--- src/rtl/vga_pkg.sv ---
// Default 640x480@60 timing constants, colour format and shared scan types
// for the VGA pixel output stage.
package vga_pkg;

    // Horizontal timing, in pixels
    localparam int unsigned DEF_H_ACTIVE = 640;
    localparam int unsigned DEF_H_FP     = 16;
    localparam int unsigned DEF_H_SYNC   = 96;
    localparam int unsigned DEF_H_BP     = 48;

    // Vertical timing, in lines
    localparam int unsigned DEF_V_ACTIVE = 480;
    localparam int unsigned DEF_V_FP     = 10;
    localparam int unsigned DEF_V_SYNC   = 2;
    localparam int unsigned DEF_V_BP     = 33;

    // Clock cycles per pixel and drawer-path latency in pixel ticks
    localparam int unsigned DEF_CLK_DIV  = 2;
    localparam int unsigned DEF_PIPE_LAT = 2;

    // Colour format RRGGBB, 2 bits per channel
    localparam int unsigned DEF_COLOR_W  = 6;
    localparam int unsigned R_HI = 5;
    localparam int unsigned R_LO = 4;
    localparam int unsigned G_HI = 3;
    localparam int unsigned G_LO = 2;
    localparam int unsigned B_HI = 1;
    localparam int unsigned B_LO = 0;

    localparam logic [DEF_COLOR_W-1:0] DEF_BG_COLOR = 6'h00;
    localparam logic                   DEF_SYNC_POL = 1'b0;

    // Per-pixel decode carried down the delay line
    typedef struct packed {
        logic act;
        logic hs;
        logic vs;
    } scan_flags_t;

    // True when lo <= pos < lo+len
    function automatic logic in_window(input logic [9:0] pos,
                                       input int unsigned lo,
                                       input int unsigned len);
        return (pos >= 10'(lo)) && (pos < 10'(lo + len));
    endfunction

endpackage

--- src/rtl/vga_scan_counter.sv ---
// Pixel-clock divider and raster position counters. pix_tick and
// frame_start are registered so they are clean one-cycle strobes.
module vga_scan_counter
    import vga_pkg::*;
#(
    parameter int unsigned H_TOTAL = 800,
    parameter int unsigned V_TOTAL = 525,
    parameter int unsigned CLK_DIV = DEF_CLK_DIV
) (
    input  logic       clk,
    input  logic       reset_n,
    output logic [9:0] px,
    output logic [9:0] py,
    output logic       pix_tick,
    output logic       frame_start
);

    localparam logic [3:0] DIV_LAST = 4'(CLK_DIV - 1);
    localparam logic [9:0] H_LAST   = 10'(H_TOTAL - 1);
    localparam logic [9:0] V_LAST   = 10'(V_TOTAL - 1);

    logic [3:0] div;
    logic [3:0] div_next;

    // Next divider value, wrapping at CLK_DIV-1
    always_comb begin
        div_next = (div == DIV_LAST) ? '0 : div + 4'd1;
    end

    // Divider, tick strobe and raster counters; the tick is registered from
    // div_next so it is high exactly while div == CLK_DIV-1 (always, once
    // out of reset, when CLK_DIV is 1)
    always_ff @(posedge clk or negedge reset_n) begin
        if (!reset_n) begin
            div         <= '0;
            pix_tick    <= 1'b0;
            px          <= '0;
            py          <= '0;
            frame_start <= 1'b0;
        end else begin
            div         <= div_next;
            pix_tick    <= (div_next == DIV_LAST);
            frame_start <= 1'b0;
            if (pix_tick) begin
                if (px == H_LAST) begin
                    px <= '0;
                    if (py == V_LAST) begin
                        py          <= '0;
                        frame_start <= 1'b1;
                    end else begin
                        py <= py + 10'd1;
                    end
                end else begin
                    px <= px + 10'd1;
                end
            end
        end
    end

endmodule

--- src/rtl/vga_pixel_out.sv ---
// VGA output stage: scan timing to the drawers, blanking/sync decode
// delayed to match the drawer latency, and registered colour/sync pins.
module vga_pixel_out
    import vga_pkg::*;
#(
    parameter int unsigned H_ACTIVE = DEF_H_ACTIVE,
    parameter int unsigned H_FP     = DEF_H_FP,
    parameter int unsigned H_SYNC   = DEF_H_SYNC,
    parameter int unsigned H_BP     = DEF_H_BP,
    parameter int unsigned V_ACTIVE = DEF_V_ACTIVE,
    parameter int unsigned V_FP     = DEF_V_FP,
    parameter int unsigned V_SYNC   = DEF_V_SYNC,
    parameter int unsigned V_BP     = DEF_V_BP,
    parameter int unsigned CLK_DIV  = DEF_CLK_DIV,
    parameter int unsigned PIPE_LAT = DEF_PIPE_LAT,
    parameter int unsigned COLOR_W  = DEF_COLOR_W,
    parameter logic [COLOR_W-1:0] BG_COLOR = COLOR_W'(DEF_BG_COLOR),
    parameter logic        SYNC_POL = DEF_SYNC_POL
) (
    input  logic               clk,
    input  logic               reset_n,
    input  logic               draw,
    input  logic [COLOR_W-1:0] data,
    output logic [9:0]         px,
    output logic [9:0]         py,
    output logic               pix_tick,
    output logic               frame_start,
    output logic [COLOR_W-1:0] rgb,
    output logic               hsync,
    output logic               vsync
);

    localparam int unsigned H_TOTAL = H_ACTIVE + H_FP + H_SYNC + H_BP;
    localparam int unsigned V_TOTAL = V_ACTIVE + V_FP + V_SYNC + V_BP;

    if (H_TOTAL > 1024 || V_TOTAL > 1024) begin : g_bad_total
        $error("vga_pixel_out: H_TOTAL/V_TOTAL exceed 10-bit scan counters");
    end
    if (CLK_DIV < 1 || CLK_DIV > 8) begin : g_bad_div
        $error("vga_pixel_out: CLK_DIV must be 1..8");
    end
    if (PIPE_LAT < 1 || PIPE_LAT > 4) begin : g_bad_lat
        $error("vga_pixel_out: PIPE_LAT must be 1..4");
    end

    vga_scan_counter #(
        .H_TOTAL (H_TOTAL),
        .V_TOTAL (V_TOTAL),
        .CLK_DIV (CLK_DIV)
    ) u_scan (
        .clk         (clk),
        .reset_n     (reset_n),
        .px          (px),
        .py          (py),
        .pix_tick    (pix_tick),
        .frame_start (frame_start)
    );

    scan_flags_t cur;
    scan_flags_t dl [PIPE_LAT];
    scan_flags_t tail;

    // Blanking and sync decode of the pixel currently presented to the drawers
    always_comb begin
        cur.act = (px < 10'(H_ACTIVE)) && (py < 10'(V_ACTIVE));
        cur.hs  = in_window(px, H_ACTIVE + H_FP, H_SYNC);
        cur.vs  = in_window(py, V_ACTIVE + V_FP, V_SYNC);
        tail    = dl[PIPE_LAT-1];
    end

    // Delay line: the oldest entry belongs to the pixel whose draw/data is on
    // the bus now, PIPE_LAT ticks after its coordinates were presented
    always_ff @(posedge clk or negedge reset_n) begin
        if (!reset_n) begin
            for (int unsigned i = 0; i < PIPE_LAT; i++) begin
                dl[i] <= '0;
            end
        end else if (pix_tick) begin
            dl[0] <= cur;
            for (int unsigned i = 1; i < PIPE_LAT; i++) begin
                dl[i] <= dl[i-1];
            end
        end
    end

    // Output pins, updated together once per pixel
    always_ff @(posedge clk or negedge reset_n) begin
        if (!reset_n) begin
            rgb   <= '0;
            hsync <= ~SYNC_POL;
            vsync <= ~SYNC_POL;
        end else if (pix_tick) begin
            rgb   <= !tail.act ? '0 : (draw ? data : BG_COLOR);
            hsync <= tail.hs ? SYNC_POL : ~SYNC_POL;
            vsync <= tail.vs ? SYNC_POL : ~SYNC_POL;
        end
    end

endmodule

--- config.mk ---
export PLATFORM = sky130hd
export DESIGN_NAME = vga_pixel_out
export DESIGN_NICKNAME = d
export VERILOG_FILES = /design/src/rtl/vga_pkg.sv /design/src/rtl/vga_scan_counter.sv /design/src/rtl/vga_pixel_out.sv
export SDC_FILE = /design/constraint.sdc
export NUM_CORES = 1
export LEC_CHECK = 0
export ABC_AREA = 1
export ABC_CLOCK_PERIOD_IN_PS = 2350
export BUFFER_PORTS_ARGS = -buffer_cell sky130_fd_sc_hd__buf_2
export CORE_MARGIN = 8
export CORE_UTILIZATION = 61
export CTS_BUF_LIST = sky130_fd_sc_hd__clkbuf_8
export DETAILED_ROUTE_END_ITERATION = 8
export PLACE_DENSITY = 0.87
export SLEW_MARGIN = 20
export SYNTH_ARGS = -nofsm -noshare
export SYNTH_HDL_FRONTEND = slang
export SYNTH_SLANG_ARGS = --single-unit
--- constraint.sdc ---
create_clock -name clk -period 2.35 [get_ports clk]
set_input_delay 0.235 -clock clk [delete_from_list [all_inputs] [get_ports clk]]
set_output_delay 0.235 -clock clk [all_outputs]
set_load 0.02 [all_outputs]
======== After elaboration in Yosys (flattened, before gate mapping) ========
Cells that the tools add are included.
storage, ports and cells
  register bits ........................... 40
  bits of input ports ..................... 9
  output and inout port bits .............. 30
operators by class
  $add $sub $neg .......................... 3
  magnitude comparators ................... 6
  equal/unequal tests ..................... 4
  muxes and demuxes ....................... 10
  reductions and logical operators ........ 4
operators by type and width
  cell                   count
  $add 10x1->10 const B  2
  $eq 10x10->1 const B   2
  $lt 10x10->1 const B   2
  $lt 10x9->1 const B    2
  $mux 10                2
  $mux 6                 2
  $ge 10x10->1 const B   1
  $ge 10x9->1 const B    1
  $eq 4x1->1 const B     2
  $mux 1                 5
  $add 4x1->4 const B    1
  $mux 4                 1
  $logic_and 1x1->1      3
  $reduce_and 2->1       1

======== Longest topological paths before layout ========
Gate-level depths: netlist of the first run.
  depth in word-level cells ............... 4
  mapped depth ............................ 7
  depth with buffers taken out ............ 7

======== By module ========
From an unflattened synthesis of the first run, not the netlist that was laid out.
unflattened totals
  cells, all modules ...................... 257
  area, all modules ....................... 2,088.3 µm²
by module, submodules not included
  module            instances  cells each  area each (µm²)  seq. area each (µm²)
  vga_scan_counter  1          179         1,456.4          650.6
  vga_pixel_out     1          78          631.9            352.8

======== Least setup slack after synthesis of the first run ========
OpenSTA, ideal clock, no wires.
  kind .................................... reg-to-reg
  start ................................... register u_scan.px[1]
  end ..................................... register u_scan.py[5]
  setup time .............................. 0.122 ns
  arrival time ............................ 1.400 ns
  data required time ...................... 2.228 ns
  slack ................................... 0.829 ns
  stages on the path, launching flop included .. 8
  buffers on the path ..................... 1
  period minus slack after synthesis ...... 1.521 ns
  path through ............................ dfrtp_1 ha_1 nand2_1 nor2_2 nand4_4 buf_6 nand2_1 o21ai_2
between the ends
  word-level cells in the longest chain between the ends .. 2
ends and longest elaborated chain
  element                     RTL line                RTL
  from (decl)                 vga_scan_counter.sv:12  output logic [9:0] px,
  from (signal assigned)      vga_scan_counter.sv:54  px <= px + 10'd1;
  $eq 10x10->1                vga_scan_counter.sv:45  if (px == H_LAST) begin
  $reduce_and 2->1 (no line)  n/a
  to (signal assigned)        vga_scan_counter.sv:51  py <= py + 10'd1;
  to (decl)                   vga_scan_counter.sv:13  output logic [9:0] py,
Every way passes these cells.
A chain may end at the register's enable or synchronous reset.

======== Worst setup path after layout of the first run ========
  start ................................... register u_scan.px[1]
  end ..................................... register u_scan.py[7]
The elaborated chain is that of the path after synthesis.

==> results of run 1 <==
-- synthesized netlist by cell type --
cell type  instances
and3_1             2
o21ai_0           16
o21ai_2            6
nand2_1           78
inv_2              2
nand2_2            1
o21ai_1            2
buf_2              3
xor2_1             2
o31ai_1            1
dfstp_2            2
nor3_4             1
nor4_1             2
ha_1               4
nor2_2             2
clkbuf_1           1
nand4_4            1
nor3_1             7
buf_6              1
a21o_1             1
dfrtp_1           38
inv_1             25
or2_2              1
nand3_1           18
nand4_1            6
nor2_1            23
buf_4              1
xnor2_1            4
a211oi_1           1
-- flip-flops by register name, summed over array words and instances, names as in the netlist --
register            flops
u_scan.pix_tick         1
u_scan.frame_start      1
vsync                   1
dl                      6
u_scan.py              10
u_scan.px              10
u_scan.div              4
hsync                   1
rgb                     6
-- kinds of logic (layout without fill, tap and decap cells) --
kind of cell	count (synthesis)	count (layout)	synth area share
AND/OR/NAND/NOR	142	142	0.309
XOR/XNOR	6	6	0.0258
buffers and inverters	33	74	0.0681
flip-flops	40	40	0.492
AO/OA/AOI/OAI	27	27	0.0810
adder cells (fa/ha/maj)	4	4	0.0245
-- per-layer routing --
layer | vias to the layer above | routed length [um] | part of all wire | global-route usage
li1 | 890 | - | - | -
met1 | 870 | 2060 | 0.45 | 0.226
met2 | 54 | 2070 | 0.46 | 0.308
met3 | 10 | 333 | 0.073 | 0.0600
met4 | 0 | 79 | 0.017 | 0.0710
met5 | - | 0 | 0 | 0
-- where the power goes --
part | internal [mW] | switching [mW]
sequential | 0.693 | 0.00223
combinational | 0.0103 | 0.0261
clock | 0.311 | 0.228
-- area by class of cell --
cell class | instances | area (um2) | share of cell area
Sequential cell | 40 | 1000 | 0.424
Multi-Input combinational cell | 179 | 897 | 0.379
Timing Repair Buffer | 39 | 198 | 0.0836
Inverter | 27 | 101 | 0.0429
Clock buffer | 5 | 68.8 | 0.0291
Tap cell | 46 | 57.6 | 0.0243
Clock inverter | 3 | 38.8 | 0.0164
-- worst max-delay path: cells and delay by family (launching register included) --
| kind | cells | cell delay (ns) |
|---|---|---|
| and+or+nand+nor | 4 | 0.78 |
| DFF | 1 | 0.43 |
| adders and majority gates | 1 | 0.25 |
| AOI/OAI and AO/OA | 1 | 0.06 |
-- worst paths after layout --
check                      slack (ns)  depth (start not counted)            to    startpoint
min reg2reg                      0.43                          1         vsync         dl[0]
max reg2reg                      0.72                          6  u_scan.py[7]  u_scan.px[1]
min                              0.05                          1        rgb[3]       reset_n
max in group asynchronous        1.76                          1  u_scan.px[8]       reset_n
min in group clk                 0.18                          3        rgb[1]       data[1]
max                              0.72                          6  u_scan.py[7]  u_scan.px[1]
==> flow_results.org, run 1 <==
** Run status
- Status :: completed

** Clock tree
- Number of clock sinks :: 40
- Hold-fix buffers at CTS :: 0
- Library cell used as clock root buffer :: clkbuf_8
- TritonCTS built the clock tree.
- Number of cells upsized or downsized after cts :: 0
- H-tree depth :: 2
- Clock latency on the worst-skew pair, taken at its later pin, is 0.29 ns.
- Clock edge transition at the registers on the reported setup and hold paths :: 0.07 ns
- Counting along the longest clock path gives a buffer depth of 2.
- Number of buffers created by CTS :: 5
- Setup repair bufs after CTS :: 0

** Final layout
- Final instance count without filler cells :: 339
- Layout Area Growth over Synthesis :: 16.0%
- Of the cells placed in the final design, the portion with a size suffix greater than 1 is 0.212.
- Summing all non-filler instances in the final layout gives an area of 2360 um2.
- The filler cells instantiated in the layout total 260.
- For this run, the share of the core covered by cells in the final layout is 0.720.
- Most common cell after layout, fill and taps aside :: nand2_1
- Nets :: 305
- Most used cells in the layout excluding fill and tap cells :: nand2_1 (78), dfrtp_1 (38), buf_2 (38), inv_1 (26), nor2_1 (23)
- Number of inserted diodes :: 0

** Floorplanning
- Height of the die :: 73.8 um
- Overall die area :: 5450 um2
- In this run the core area contains 21 standard-cell rows.
- The initial utilization of the core area, before any placement, comes to 0.621.
- In this run the horizontal extent of the chip is 73.8 um.
- 39 I/O pins were placed.
- Floorplan Core Area :: 3280 um2

** GRT
- Initial antenna violation count :: 0
- Overflow left after global routing :: 0
- First-pass GRT wire length :: 8.04 mm
- Across every metal layer, demand over resource in global routing totals 0.189.
- Pin count of the biggest net entering global routing :: 41
- Via count of the first global-routing pass :: 1825

** Synthesis
- Yosys warning count :: 0
- Synthesized instance count :: 252
- Library cell with the largest summed area after synthesis :: dfrtp_1
- Sequential share of the synthesized area :: 0.492
- In this run, synthesis produced a sequential element count of 40.
- Dominant cells by area after synthesis :: dfrtp_1 (47%), nand2_1 (14%), inv_1 (4.6%)
- Post-synthesis area per instance :: 8.09 um2
- Syn nets :: 265
- Summing every instance area after synthesis gives 2040 um2.
- Of the post-synthesis cell area, the dominant cell type holds 0.466.
- Yosys cell types :: 29

** Worst setup path
- STA puts the critical path data arrival time at 1.81 ns.
- Ordered cell list for the critical path :: ha_1, nand2_1, nor2_2, nand4_4, nand2_1, o21ai_2
- Counting stages on the worst path, the most repeated cell is nand2_1.
- Cell with the largest stage delay on the worst path :: dfrtp_1
- CP max FO :: 18
- For this run, the slowest stage of the critical path takes 0.43 ns.
- The worst setup path is of the flop to flop kind.
- Data on the critical path is required at its endpoint by 2.53 ns.
- The worst setup path is launched from a flop.
- STA classifies the critical path endpoint as a flop.

** STA
- Setup repair after global routing left no endpoint under its margin.
- The clock arrives with 0.00356 ns of skew.
- Setup TNS :: 0 ns
- In this run the tightest slew margin relative to its limit is 0.432.
- The number of endpoints with negative hold slack in the final report is 0.
- Final worst setup slack :: 0.723 ns
- The smallest clock period supported by the final layout is computed as 1.63 ns.
- For this run, the top clock speed supported by timing is 0.615 GHz.
- For the pin with the worst max-slew slack, the measured transition is 0.852 ns.
- Crit share post-route :: 0.692
- Final hold analysis gives a worst-case slack of 0.0482 ns.
- Setup violations, final :: 0
- Max-slew violation count :: 0

** Detailed routing
- For this run, design rule violations remaining after detail routing come to 0.
- The final layout contains routed wiring with a total length of 4.55 mm.
- Post-DRT Antenna Nets :: 0
- Router iterations before antenna repair :: 4
- Using the TritonRoute via totals, the vias-per-cell ratio works out to 5.38.
- After detailed routing, the average wire length per cell comes to 13.4 um.
- Number of DRC markers in iteration 0 :: 102
- Vias post-DR :: 1824

** Flow run
- Number of violations of the max-capacitance limit :: 0

** Power
- Overall Power :: 1.27 mW
- The worst-case IR drop observed on VDD is 0.000249 V.
- The analysis attributes to cell leakage a power of 1.27 nW.
- For this design the ratio of total power to cell area is 537 nW/um2.

** Placement
- At the placement stage, the worst setup path has a slack of 0.787 ns.
- Number of buffers added on ports :: 38
- Routability-driven placement finished with a final weighted congestion of 0.847.
- Summed over all nets, the half-perimeter wirelength after detailed placement is 3.25 mm.
- Summing all placed instances gives a cell area of 2260 um2.
- Once placement completed, the tool counted placed cells totaling 331.

** Min path
- The tightest min-delay check is of the primary input to async pin type.
(Power assumes the default switching activity.)
==> run 2: changes to the inputs <==
--- a/config.mk
+++ b/config.mk
@@ -6,13 +6,13 @@
 export NUM_CORES = 1
 export LEC_CHECK = 0
 export ABC_AREA = 1
-export ABC_CLOCK_PERIOD_IN_PS = 2350
+export ABC_CLOCK_PERIOD_IN_PS = 1660
 export BUFFER_PORTS_ARGS = -buffer_cell sky130_fd_sc_hd__buf_2
 export CORE_MARGIN = 8
-export CORE_UTILIZATION = 61
+export CORE_UTILIZATION = 57
 export CTS_BUF_LIST = sky130_fd_sc_hd__clkbuf_8
 export DETAILED_ROUTE_END_ITERATION = 8
-export PLACE_DENSITY = 0.87
+export PLACE_DENSITY = 0.82
 export SLEW_MARGIN = 20
 export SYNTH_ARGS = -nofsm -noshare
 export SYNTH_HDL_FRONTEND = slang
==> constraint.sdc (replaced) <==
create_clock -name clk -period 1.66 [get_ports clk]
set_input_delay 0.166 -clock clk [delete_from_list [all_inputs] [get_ports clk]]
set_output_delay 0.166 -clock clk [all_outputs]
set_load 0.02 [all_outputs]
==> run 2 against run 1 <==
Effect of this change:
- non-clock buffer count increased by 8
- utilization decreased by 0.61 points
- power increased by 33%
- clock power increased by 19%
- combinational power increased by 58%
- critical path depth decreased by 1
- clock-buffer cell count unchanged
- routed wire length decreased by 1.0%
- sequential cell count unchanged
- critical path type unchanged
- highest routed layer unchanged
==> flow_results.org, run 2 (synthesized netlist as in run 1, its figures left out) <==
** Final layout
- Most common cell after layout, fill and taps aside :: nand2_1
- Share of the core filled with cells in the final layout :: 0.714
- The multi-input combinational cells in the finished layout cover a total of 897 um2.
- Layout Area Growth over Synthesis :: 18.7%
- Excluding fillers, the count of instances in the completed layout stands at 347.
- The library cells used most frequently in the layout, excluding fill and tap cells, are nand2_1 (78), dfrtp_1 (38), buf_2 (38), inv_1 (25), nor2_1 (23).
- Largest registers :: u_scan.px (10), u_scan.py (10)
- Number of inserted diodes :: 0
- Area taken by flip-flops and latches :: 1000 um2
- In the final layout, the share of cells above drive strength 1 is 0.233.
- With fillers left out, the area of the finished cells amounts to 2420 um2.
- After filler insertion, the fill cell instance count of the layout stands at 273.
- The net count of the finished layout is 313.

** Placement
- Number of buffers added on ports :: 38
- Placement-stage worst setup slack :: 0.124 ns
- Placed wire-length estimate after detailed placement :: 3.42 mm
- Once placement finished, the instance area stood at 2300 um2.
- Placer's final routability congestion estimate :: 0.909
- Cell total after placement :: 337

** Min path
- Worst min path class :: primary input to flop
- Number of cells on the worst hold path :: 3
- Hold path startpoint :: data[5]

** STA
- Adding up every negative setup slack in the final design gives 0 ns.
- Final worst setup slack :: 0.143 ns
- Final Hold Fails :: 0
- Worst slew slack as a fraction of its limit :: 0.686
- In the finished design, the share of the clock period the worst path needs comes to 0.914.
- Achievable frequency :: 0.659 GHz
- Setup violations, final :: 0
- Across all hold checks on the routed design, the worst slack comes to 0.114 ns.
- Counting I/O delays and the setup requirement, the final critical path takes 1.52 ns.
- Max-slew violation count :: 0
- Across the routed clock network, the largest skew measured is 0.00964 ns.
- For the pin with the worst max-slew slack, the measured transition is 0.472 ns.

** Detailed routing
- Post-DRT Antenna Nets :: 0
- The routed design has 4.50 mm of wire.
- The detailed router finished its first iteration with 125 violations.
- Post-route DRC :: 0
- The detailed router placed 1779 vias in this run.
- Using the TritonRoute via totals, the vias-per-cell ratio works out to 5.13.
- Average wire per cell in the routed design :: 13.0 um
- The pre-antenna-repair detailed-routing pass consisted of 4 iterations.

** Floorplanning
- The core region is 3390 um2.
- From bottom edge to top edge, the die measures 75.8 um.
- The floorplan step defined a die boundary enclosing 5750 um2.
- Starting density of the core :: 0.602
- Core Rows :: 21
- In this run the horizontal extent of the chip is 75.8 um.
- Pin placement for this block handled 39 I/O pins.

** Power
- The share of total power dissipated in combinational logic is 0.034.
- The design draws 1.68 mW.
- Internal power of the cells :: 1.29 mW
- Fraction of power spent switching nets :: 0.232
- For this design the static power due to leakage is 1.30 nW.
- Psw :: 0.390 mW
- Clock share of power :: 0.381
- IR analysis of the VDD net gives a maximum drop of 0.000439 V.
- Pwr/cell area :: 696 nW/um2
- The share of total power dissipated in sequential elements is 0.585.

** Clock tree
- Clock edge transition at the registers on the reported setup and hold paths :: 0.08 ns
- Maximum buffer depth of the clock tree :: 2
- TritonCTS built the clock tree.
- Counting the buffers created by CTS gives 5.
- Clock tree synthesis selected as its root buffer the cell clkbuf_8.
- H-tree depth :: 2
- Clock Latency Late Sink :: 0.30 ns
- Number of clock sinks :: 40
- Number of cells upsized or downsized after cts :: 0

** Worst setup path
- Critical Path End Type :: flop
- Worst R2R Setup Slack :: 0.14 ns
- CP max FO :: 6
- The worst setup path is launched from a flop.
- The worst register-to-register path begins at u_scan.px[1].
- Type of the setup path with the least slack :: flop to flop
- Counting cells, the worst reg-to-reg path comes to 5.
- STA puts the critical path data required time at 1.85 ns.
- Tracing the worst setup path back leads to its startpoint at u_scan.px[1].
- At the worst endpoint, the arrival time is 1.71 ns.

** GRT
- Via count of the first global-routing pass :: 1716
- Entering global routing, the biggest net connects 24 pins.
- In the global route stage, overall resource usage came out at 0.177.
- Initial antenna violation count :: 0
- Global routing finished with a remaining overflow of 0.
- The first global-routing pass estimated 7.64 mm of wire.

** Flow run
- Number of violations of the max-capacitance limit :: 0

** Run status
- The flow ran to the end, and the final reports show no timing, DRC or antenna violations.
run 2: timing repair:
action                                  CTS  global route
endpoints found under the setup margin    0            11
endpoints found under the hold margin    19             0
buffers inserted                          0             1
hold buffers                              1             0
run 2: power by group through the flow:
stage	Combinational [mW]	Sequential, mW	Clock [mW]
after detailed placement	0.0578	1.00	0
final	0.0574	0.984	0.642
after floorplan	0.00651	1.01	0
after global routing	0.0661	0.986	0.697
after CTS	0.0596	0.984	0.658
after global placement	0.0567	1.00	0
run 2: final timing paths:
check | to
setup reg to reg | u_scan.px[8]
hold reg to reg | hsync
hold / removal | rgb[5]
min in group asynchronous | rgb[5]
setup / recovery | u_scan.px[8]
max in group asynchronous | u_scan.py[1]
run 2: area by class of cell:
cell class	count	share of cell area
inverter	27	0.0419
clock inverter	3	0.00776
multi-input combinational	179	0.371
clock buffer	5	0.0284
sequential	40	0.415
timing repair buffer	47	0.113
tap	46	0.0238
run 2: critical path, stage by stage (launching register included):
cell and delay, ns:
dfrtp_1 0.43, ha_1 0.24, nand2_1 0.08, nor2_2 0.18, nand4_1 0.25, and3_1 0.24
run 2: per-layer routing:
metal / GRT usage / vias to the layer above / routed length (um)
met5: 0 / - / 0
met4: 0.104 / 0 / 80
met3: 0.0500 / 7 / 360
met2: 0.284 / 48 / 2050
met1: 0.205 / 816 / 2000
li1: - / 908 / -
==> run 3: changes to the inputs <==
--- a/config.mk
+++ b/config.mk
@@ -12,7 +12,7 @@
 export CORE_UTILIZATION = 57
 export CTS_BUF_LIST = sky130_fd_sc_hd__clkbuf_8
 export DETAILED_ROUTE_END_ITERATION = 8
-export PLACE_DENSITY = 0.82
+export PLACE_DENSITY = 0.8
 export SLEW_MARGIN = 20
 export SYNTH_ARGS = -nofsm -noshare
 export SYNTH_HDL_FRONTEND = slang
==> run 3 against run 2 <==
Effect of this change:
- sequential power barely moved
- final area rose by 0.52%
- combinational power fell by 4.9%
- via count fell by 0.28%
- cell count rose by 0.29%
- worst setup slack improved by 0.029 ns
- die area did not move
==> flow_results.org, run 3 (synthesized netlist as in run 1, its figures left out) <==
** Run status
- Status :: completed

** Clock tree
- TritonCTS built the clock tree.
- Clock edge transition at the registers on the reported setup and hold paths :: 0.07 ns
- In this run, CTS created clock tree buffers numbering 5.
- Number of clock sinks :: 40
- CTS placed an instance of clkbuf_8 at the clock tree root.
- At the later pin of the worst-skew pair, clock insertion delay measures 0.29 ns.
- H-tree depth :: 2
- Maximum buffer depth of the clock tree :: 2

** STA
- Setup violations remaining at the end of the flow were counted as 0.
- The worst pin sits at a relative slew slack of 0.680.
- Max-slew violation count :: 0
- Setup slack on the critical path of the routed design comes to 0.172 ns.
- Worst-case clock skew :: 0.00358 ns
- Min Tclk post-route :: 1.49 ns
- The number of endpoints with negative hold slack in the final report is 0.
- Final hold analysis gives a worst-case slack of 0.120 ns.
- For the pin with the worst max-slew slack, the measured transition is 0.480 ns.
- Setup TNS :: 0 ns
- Crit share post-route :: 0.896
- Setup repair after global routing left no endpoint under its margin.
- Achievable frequency :: 0.672 GHz

** Power
- Overall Power :: 1.69 mW
- Of the total power, combinational logic draws 0.032.
- Leakage :: 1.30 nW
- In this run the power spent charging and discharging nets is 0.362 mW.
- The share of total power dissipated in sequential elements is 0.582.
- Fraction of power spent switching nets :: 0.214
- Of the total power, the clock network draws 0.386.
- Internal power of the cells :: 1.33 mW
- VDD sags by at most 0.000500 V.
- For this design the ratio of total power to cell area is 696 nW/um2.

** Final layout
- Layout filler cell count :: 261
- Most used cells in the layout excluding fill and tap cells :: nand2_1 (78), dfrtp_1 (38), buf_2 (38), inv_1 (25), nor2_1 (23)
- In the final design database the tool counted 314 nets.
- In the final layout, the registers with the most flip-flops are u_scan.px (10), u_scan.py (10).
- Most common cell after layout, fill and taps aside :: nand2_1
- Share of the core filled with cells in the final layout :: 0.718
- The repair_antennas step left the layout with diodes totalling 0.
- From synthesis to final layout, the design area changed by 19.3%.
- In the final layout, the share of cells above drive strength 1 is 0.235.

** Min path
- Worst min path class :: primary input to flop
- The startpoint identified for the worst hold timing path is data[4].
- The worst hold path passes through 3 cells.
- The worst hold path terminates at rgb[4].

** Flow run
- Max-cap violations in this run came to 0.

** GRT
- Initial antenna violation count :: 0
- The first global-routing pass estimated 7.22 mm of wire.
- For this run, the total global-route usage over all layers was measured as 0.165.
- The via count of the first global-routing pass is 1600.
- The total overflow left after global routing is 0.
- Entering global routing, the biggest net connects 41 pins.

** Worst setup path
- CP max FO :: 12
- Kind of start point of the critical path :: flop
- Critical Path End Type :: flop
- Data arrives at the worst endpoint at 1.66 ns.
- Path depth of the worst reg2reg path :: 7
- In this run the critical register-to-register path is launched from u_scan.px[0].
- The worst setup path is of the flop to flop kind.
- The worst register-to-register path ends at u_scan.py[3].
- Across all register-to-register paths, the minimum setup slack is 0.17 ns.
- Data on the critical path is required at its endpoint by 1.83 ns.

** Placement
- The congestion estimate from routability-driven global placement came to 0.930.
- Placement-stage worst setup slack :: 0.125 ns
- Detailed placement ended at an HPWL of 3.20 mm.
- Number of buffers added on ports :: 38

** Floorplanning
- I/O pins :: 39
- Starting density of the core :: 0.602
- After floorplanning, the core was divided into 21 placement rows.
- Height of the die :: 75.8 um
- The core region is 3390 um2.
- The die is 75.8 um wide.
- The die covers 5750 um2.

** Detailed routing
- After detailed routing, the number of vias per cell comes to 5.10.
- Number of DRC markers in iteration 0 :: 95
- Vias post-DR :: 1774
- For this run, design rule violations remaining after detail routing come to 0.
- Post-DRT Antenna Nets :: 0
- Dividing the detail-routed wire length by the instance count gives 12.5 um.
- The first detailed-routing pass ran for 5 iterations.
- Final WL :: 4.37 mm
-- run 3: layout make-up --
class / instances / area [um2] / area share
tap: 46 / 57.6 / 0.0237
clock buffer: 6 / 82.6 / 0.0340
clock inverter: 2 / 10.0 / 0.00412
multi-input combinational: 179 / 897 / 0.369
inverter: 27 / 101 / 0.0417
timing repair buffer: 48 / 280 / 0.115
sequential: 40 / 1000 / 0.413
-- run 3: worst max path at each step --
| stage | from | endpoint | slack (ns) | cells after the start |
|---|---|---|---|---|
| floorplan | u_scan.px[1] | u_scan.py[5] | 0.14 | 7 |
| global placement | u_scan.px[0] | u_scan.px[8] | 0.19 | 5 |
| detailed placement | u_scan.px[0] | u_scan.py[7] | 0.13 | 6 |
| CTS | u_scan.px[0] | u_scan.py[9] | 0.11 | 5 |
| global route | u_scan.py[0] | u_scan.py[9] | 0.04 | 7 |
| finish | u_scan.px[0] | u_scan.py[3] | 0.17 | 7 |
-- run 3: what timing repair did --
action                                  4_1_cts  5_1_grt
hold endpoints to repair                     38        0
gates resized for setup                       0        1
hold buffers                                  1        0
buffers inserted                              0        3
endpoints found under the setup margin        0        3
-- run 3: metal layers --
| metal | vias to the layer above | wire [um] | GRT usage |
|---|---|---|---|
| li1 | 905 | - | - |
| met1 | 803 | 2050 | 0.207 |
| met2 | 56 | 1930 | 0.256 |
| met3 | 10 | 302 | 0.0447 |
| met4 | 0 | 86 | 0.0789 |
| met5 | - | 0 | 0 |
-- run 3: through the flow --
stage               instance area (um2)  cells
CTS                                2400    345
global placement                   2290    336
detailed placement                 2290    336
floorplan                          2040    252
global route                       2430    348
finish                             2430    348
-- run 3: worst max-delay path, cell delays in order, from the launching register on --
cell     delay (ns)
dfrtp_1        0.41
ha_1           0.23
nand2_1        0.08
nor2_2         0.19
nand4_4        0.16
buf_12         0.19
nand2_1        0.05
o21ai_1        0.06
-- run 3: power groups by stage --
stage	clock, mW	combinational (mW)	sequential (mW)
after floorplan	0	0.00651	1.01
after global placement	0	0.0549	1.00
after detailed placement	0	0.0554	1.00
after CTS	0.676	0.0571	0.984
after global routing	0.716	0.0634	0.985
final	0.653	0.0546	0.985
